===== src/rtl/imem_loader.sv =====
// imem_loader: packs a little-endian byte stream into 32-bit words and writes
// them to the instruction memory from byte address 0. The processor is held in
// reset (cpu_hold) while a load is in progress.
module imem_loader #(
  parameter int ADDR_W = 6
) (
  input  logic              clk,
  input  logic              reset_n,
  input  logic              start,
  input  logic [ADDR_W:0]   num_words,
  input  logic              byte_valid,
  input  logic [7:0]        byte_data,
  output logic              byte_ready,
  output logic              we,
  output logic [31:0]       wa,
  output logic [31:0]       wd,
  output logic              cpu_hold,
  output logic              busy,
  output logic              done,
  output logic              err
);

  localparam logic [ADDR_W:0] DEPTH = (ADDR_W+1)'(1) << ADDR_W;

  typedef enum logic [1:0] {
    S_IDLE  = 2'd0,
    S_LOAD  = 2'd1,
    S_WRITE = 2'd2,
    S_DONE  = 2'd3
  } state_t;

  state_t              r_state;
  state_t              w_state_nxt;
  logic [1:0]          r_byte_idx;
  logic [ADDR_W-1:0]   r_word_idx;
  logic [ADDR_W:0]     r_target;
  logic [31:0]         r_shift;
  logic [31:0]         r_wa;
  logic [31:0]         r_wd;
  logic                r_err;

  logic                w_xfer;
  logic                w_start_ok;
  logic                w_too_big;
  logic                w_last_word;
  logic [31:0]         w_word;

  // Handshake and start qualification; start is only honoured in IDLE/DONE.
  always_comb begin
    w_xfer      = byte_valid && (r_state == S_LOAD);
    w_start_ok  = start && ((r_state == S_IDLE) || (r_state == S_DONE));
    w_too_big   = (num_words > DEPTH);
    w_last_word = (({1'b0, r_word_idx} + (ADDR_W+1)'(1)) == r_target);
    w_word      = r_shift;
    w_word[{r_byte_idx, 3'b000} +: 8] = byte_data;
  end

  // State register.
  always_ff @(posedge clk or negedge reset_n) begin
    if (!reset_n) begin
      r_state <= S_IDLE;
    end else begin
      r_state <= w_state_nxt;
    end
  end

  // Next-state logic.
  always_comb begin
    w_state_nxt = r_state;
    case (r_state)
      S_IDLE, S_DONE: begin
        if (w_start_ok && !w_too_big) begin
          w_state_nxt = (num_words == (ADDR_W+1)'(0)) ? S_DONE : S_LOAD;
        end else begin
          w_state_nxt = r_state;
        end
      end
      S_LOAD: begin
        if (w_xfer && (r_byte_idx == 2'd3)) begin
          w_state_nxt = S_WRITE;
        end else begin
          w_state_nxt = S_LOAD;
        end
      end
      S_WRITE: begin
        if (w_last_word) begin
          w_state_nxt = S_DONE;
        end else begin
          w_state_nxt = S_LOAD;
        end
      end
      default: w_state_nxt = S_IDLE;
    endcase
  end

  // Datapath: byte packing, word counter, latched write address/data, error flag.
  always_ff @(posedge clk or negedge reset_n) begin
    if (!reset_n) begin
      r_byte_idx <= 2'd0;
      r_word_idx <= '0;
      r_target   <= '0;
      r_shift    <= 32'd0;
      r_wa       <= 32'd0;
      r_wd       <= 32'd0;
      r_err      <= 1'b0;
    end else begin
      if (w_start_ok) begin
        r_err <= w_too_big;
        if (!w_too_big) begin
          r_target   <= num_words;
          r_word_idx <= '0;
          r_byte_idx <= 2'd0;
        end
      end
      if (w_xfer) begin
        r_shift    <= w_word;
        r_byte_idx <= r_byte_idx + 2'd1;
        if (r_byte_idx == 2'd3) begin
          // Capture the completed word so wa/wd are valid during WRITE and
          // hold afterwards.
          r_wd <= w_word;
          r_wa <= 32'({r_word_idx, 2'b00});
        end
      end
      if ((r_state == S_WRITE) && !w_last_word) begin
        r_word_idx <= r_word_idx + ADDR_W'(1);
      end
    end
  end

  // Output decode (Moore outputs from the state register).
  always_comb begin
    byte_ready = 1'b0;
    we         = 1'b0;
    cpu_hold   = 1'b0;
    busy       = 1'b0;
    done       = 1'b0;
    case (r_state)
      S_IDLE:  begin end
      S_LOAD:  begin byte_ready = 1'b1; cpu_hold = 1'b1; busy = 1'b1; end
      S_WRITE: begin we = 1'b1; cpu_hold = 1'b1; busy = 1'b1; end
      S_DONE:  begin done = 1'b1; end
      default: begin end
    endcase
    wa  = r_wa;
    wd  = r_wd;
    err = r_err;
  end

endmodule


===== config.mk =====
export PLATFORM = sky130hd
export DESIGN_NAME = imem_loader
export DESIGN_NICKNAME = d
export VERILOG_FILES = /design/src/rtl/imem_loader.sv
export SDC_FILE = /design/constraint.sdc
export NUM_CORES = 1
export LEC_CHECK = 0
export ABC_CLOCK_PERIOD_IN_PS = 1830
export CORE_UTILIZATION = 30
export DETAILED_ROUTE_END_ITERATION = 10
export GPL_TIMING_DRIVEN = 0
export SYNTH_ARGS = -nofsm -noshare
export SYNTH_HDL_FRONTEND = slang
export SYNTH_SLANG_ARGS = --single-unit

===== constraint.sdc =====
create_clock -name clk -period 1.83 [get_ports clk]
set_input_delay 0.2745 -clock clk [delete_from_list [all_inputs] [get_ports clk]]
set_output_delay 0.2745 -clock clk [all_outputs]
set_load 0.02 [all_outputs]

After elaboration in Yosys (flattened, before gate mapping)
Cells that the tools add are included.
{"block": "op_classes", "n_lt_le_gt_ge": 1, "n_mux": 16, "reduce_logical": 18, "addsub": 4, "bitwise": 1, "n_eq_ne": 8, "n_shift": 2}
{"operator": "bitwise mux 32 bit", "count": 1}
{"operator": "variable shift 8 x 7 -> 32 bit, first input constant", "count": 1}
{"operator": "indexed part select 8 x 7 -> 32 bit", "count": 1}
{"operator": "two-way mux 6 bit", "count": 3}
{"operator": "two-way mux 2 bit", "count": 7}
{"operator": "AND reduction 2 bit", "count": 4}
{"operator": "adder 6 x 1 -> 7 bit, second input constant", "count": 1}
{"operator": "equality test 7 bit", "count": 1}
{"operator": "> comparator 7 bit, second input constant", "count": 1}
{"operator": "zero test 7 bit", "count": 1}
{"operator": "negation 5 -> 7 bit", "count": 1}
{"operator": "adder 6 x 1 -> 6 bit, second input constant", "count": 1}
{"operator": "equality test 2 bit, second input constant", "count": 3}
{"operator": "case mux 2 bit (3 select lines)", "count": 1}
{"operator": "logical AND 1 bit", "count": 5}
{"operator": "two-way mux 1 bit", "count": 4}
{"operator": "!= test 2 bit, second input constant", "count": 2}
{"operator": "nonzero test 2 bit", "count": 2}
{"operator": "OR reduction 2 bit", "count": 2}
{"operator": "adder 2 x 1 -> 2 bit, second input constant", "count": 1}
{"operator": "equality test 2 x 1 -> 1 bit, second input constant", "count": 1}
{"operator": "zero test 1 bit", "count": 2}
{"operator": "zero test 2 bit", "count": 1}
{"operator": "!= test 2 x 1 -> 1 bit, second input constant", "count": 1}
{"operator": "other kinds (2)", "count": 2}
{"block": "totals", "in_bits": 19, "output_inout_bits": 70, "ff_bits": 88}

Logic depth before layout (Yosys ltp)
{"block": "logic_depth", "ltp_word": 6, "mapped_depth": 9, "ltp_nobuf": 6}

Least setup slack after synthesis
OpenSTA, ideal clock, no wires.
{"block": "synth_path", "kind": "reg-to-reg", "startpoint": "reg r_word_idx[0]", "endpoint": "reg r_word_idx[2]", "arrival_time_ps": 1765, "setup_time_ps": 148, "slack_ps": -83, "stages_incl_launch_ff": 7, "period_less_slack_ps": 1913, "path_buffers": 0, "t_required_ps": 1682, "cell_sequence": "dfrtp_1 -> ha_1 -> xor2_1 -> a211oi_2 -> nand4_2 -> o311ai_0 -> o221ai_1"}
{"block": "synth_via", "elab_chain_len": 6, "word_cells_on_any_way": 9, "cone_classes": "add/sub (2); eq/ne (2); mux (1); reduce/logical (4)"}
{"item": "from (decl)", "line": "35", "source": "logic [ADDR_W-1:0] r_word_idx;"}
{"item": "from (signal assigned)", "line": "126", "source": "r_word_idx <= r_word_idx + ADDR_W'(1);"}
{"item": "adder 6 x 1 -> 7 bit", "line": "53", "source": "w_last_word = (({1'b0, r_word_idx} + (ADDR_W+1)'(1)) == r_target);"}
{"item": "equality test 7 bit", "line": "53"}
{"item": "zero test 1 bit", "line": "125", "source": "if ((r_state == S_WRITE) && !w_last_word) begin"}
{"item": "logical AND 1 bit", "line": "125"}
{"item": "!= test 2 x 1 -> 1 bit (no line) / nonzero test 2 bit (equally long branches)"}
{"item": "AND reduction 2 bit (no line)"}
Several ways; a longest one is shown, not always the timed one.
A chain may end at the register's enable or synchronous reset.

Final worst setup path
{"block": "layout_path", "startpoint": "reg r_word_idx[1]", "endpoint": "reg r_word_idx[1]"}
Same word-level chain as after synthesis.

==> results.yml <==
synthesis:
  synth_cells: 395
  synthDistinctLibCells: 51
  synth_top_flop_cell: "dfrtp_1"
  seq_area_frac_synth_pct: 50.5
  syn_area_um2: 3970
  synthArstFlopShare_pct: 100
  synth-edff-count: 0
  avgSynthCellArea_um2: 10.0
  ys_ff_latch: 80
  synth_warnings: 0
clock_network:
  clk_pin_slew_worst_paths_ns: 0.06
  cts_buffer_depth: 2
  clkSinkCount: 80
  cts-root-buf: "clkbuf_16"
  cts.htree.levels: 3
  cts_tree: "yes"
  clk_latency_ns: 0.34
  cts_made_buffers: 9
timing:
  rsz0062_at_grt: "yes"
  finalWorstSetupSlack_ns: -0.114
  worst_pin_slew_ns: 0.556
  slew_headroom_pct: 62.9
  finalSetupViolCount: 7
  skew_ns: 0.00599
  hold_viol: 0
  fmax_mhz: 514
  min_period_over_period_pct: 106
  final_max_slew_viol_count: 0
  min_period_ns: 1.94
global_route:
  grt_overflow_total: 0
  grt_start_max_net_pins: 65
  grt_pass1_vias: 2979
  track_usage_pct: 15.2
  grt_pass1_wl_um: 15500
  antenna_found_initial: 0
hold_path:
  hold_class: "in -> async"
finish:
  layout_commonest_cell: "dfrtp_1"
  fin_nets: 529
  final-seq-area_um2: 2010
  antennaDiodeCount: 0
  multi_input_area_um2: 1870
  syn2layout_area_growth_pct: 37.2
  layout-drive-gt1-share_pct: 21.7
  mostFrequentLayoutCells: "dfrtp_1, nand2_1, buf_4, clkdlybuf4s50_1, a22o_1"
  fillers: 1220
floorplan:
  ioPinCount: 89
  dieArea_um2: 13700
  coreArea_um2: 12800
  die_h_um: 117
  rows: 41
  die_w_um: 117
  start_util_pct: 31.1
power:
  p_per_area_nw_per_um2: 1550
  p_sw_share_pct: 37.6
  switching_power_mw: 3.17
  peakVddDrop_v: 0.000662
  p_int_mw: 5.26
  p_clk_share_pct: 20.3
  p_leak_nw: 2.46
  power_frac_comb_pct: 46.1
  seqPwrFrac_pct: 33.5
  finalPower_mw: 8.43
run:
  drv_cap: 0
routing:
  final_antenna_net_count: 0
  drt-wirelength-per-cell_um: 14.3
  firstDrtPassIters: 6
  drc_errors: 0
  drt-total-wl_um: 9700
  num_vias: 3163
  vias_per_cell: 4.67
  drt_iter0_markers: 143
critical_path:
  cp_max_fo: 5
  cp-start-kind: "flip-flop"
  cp-end-kind: "flip-flop"
  setup.worst_path.class: "reg -> reg"
  rr_worst_depth: 6
  arrival_ns: 2.20
  cp.required_ns: 2.08
outcome:
  violations: "negative setup slack"
  status: "finished, violations left"
placement:
  post-dp-hpwl_um: 6860
  detailedPlace.worstSlack_ns: -0.512
  port_buffers: 54
  gp_congestion: 0.803
-- cell type report --
cell class / count / share of cell area [%]
buffer: 52 / 6.18
clock buffer: 13 / 4.78
clock inverter: 3 / 0.460
inverter: 10 / 0.736
multi-input combinational: 277 / 34.4
sequential: 80 / 36.9
tap: 172 / 3.95
timing repair buffer: 71 / 12.7
-- final timing paths --
check / startpoint / to / slack (ns)
setup / recovery: r_word_idx[1] / r_word_idx[1] / -0.11
hold / removal: reset_n / wd[14] / 0.35
setup reg to reg: r_word_idx[1] / r_word_idx[1] / -0.11
hold reg to reg: wd[4] / wd[4] / 0.48
max in group asynchronous: reset_n / r_byte_idx[0] / 0.88
min in group clk: byte_data[5] / wd[29] / 0.40
-- power groups by stage --
stage          logic, mW  registers [mW]  clock network [mW]
2_1_floorplan       1.93            3.11                   0
3_3_place_gp        3.35            2.85                   0
3_5_place_dp        3.41            2.86                   0
4_1_cts             3.75            2.82                1.74
5_1_grt             4.26            2.91                1.83
6_report            3.89            2.83                1.71
-- worst max-delay path: stages (launching register included) --
cell and delay, ns:
dfrtp_2 0.42, ha_4 0.24, xor2_1 0.16, a211oi_2 0.27, nand4_4 0.21, o31ai_4 0.34
mux2i_1 0.22
-- cells in the mapped netlist, types with 2 or more instances --
library cell	n	area, um^2
o31ai_1	2	15.0
nor4_1	2	12.5
a22o_1	32	280
ha_1	9	113
o311ai_0	2	17.5
dfrtp_1	80	2000
nor2_1	4	15.0
o221ai_1	2	17.5
buf_4	28	210
nand2_1	60	225
mux2i_1	3	30.0
o22a_1	2	17.5
mux2_2	3	33.8
xor2_1	3	26.3
buf_1	7	26.3
xnor2_1	5	43.8
or2_2	2	12.5
a21oi_1	27	135
o21ai_0	30	150
buf_2	6	30.0
a211oi_1	3	22.5
inv_1	10	37.5
clkbuf_1	10	37.5
nand2b_1	4	25.0
nand3_1	3	15.0
clkbuf_2	2	10.0
nor2b_1	25	156
and2_1	4	25.0
nor3_1	2	10.0
nor4bb_1	2	20.0
-- metal layers --
layer / track usage [%] / vias to the layer above / wire length (um)
met5: 0 / - / 0
met4: 7.51 / 0 / 192
met3: 2.47 / 13 / 364
met2: 24.5 / 69 / 4710
met1: 19.8 / 1558 / 4430
li1: - / 1523 / -
-- cell families after synthesis --
kind of cell               Yosys count  synth area share [%]
other                                1                0.0945
DFF                                 80                  50.5
buffers and inverters               63                  8.86
adders and majority gates            9                  2.84
and+or+nand+nor                    115                  14.5
xor gates and xnor gates             8                  1.77
muxes                                6                  1.61
AOI/OAI and AO/OA                  113                  19.8
-- per-stage QoR --
step                instance area (um^2)  util (%)  instances  TNS (ns)  hold slack, ns
floorplan                           4080         -        420    -0.157         -0.0211
global placement                    4840      37.9        646   -205.07           0.471
detailed placement                  4860      38.1        647    -20.72           0.162
CTS                                 5350      41.9        669    -0.507           0.345
global route                        5440      42.6        678     -1.33           0.376
finish                              5440      42.6        678    -0.523           0.354
-- registers in the layout, summed over array words and instances (netlist names) --
name and flops:
r_word_idx 6, err 1, wa 6, r_byte_idx 2, r_target 7, wd 32, r_state 2, r_shift 24
-- timing repair --
| item | in CTS | in global routing |
|---|---|---|
| setup buffers | 6 | 9 |
| resized for setup | 43 | 18 |
| endpoints found under the setup margin | 75 | 46 |
| cloned | 0 | 0 |
| hold buffers | 1 | 0 |
| pin swaps | 9 | 0 |
| endpoints found under the hold margin | 16 | 0 |
(Power assumes the default switching activity.)
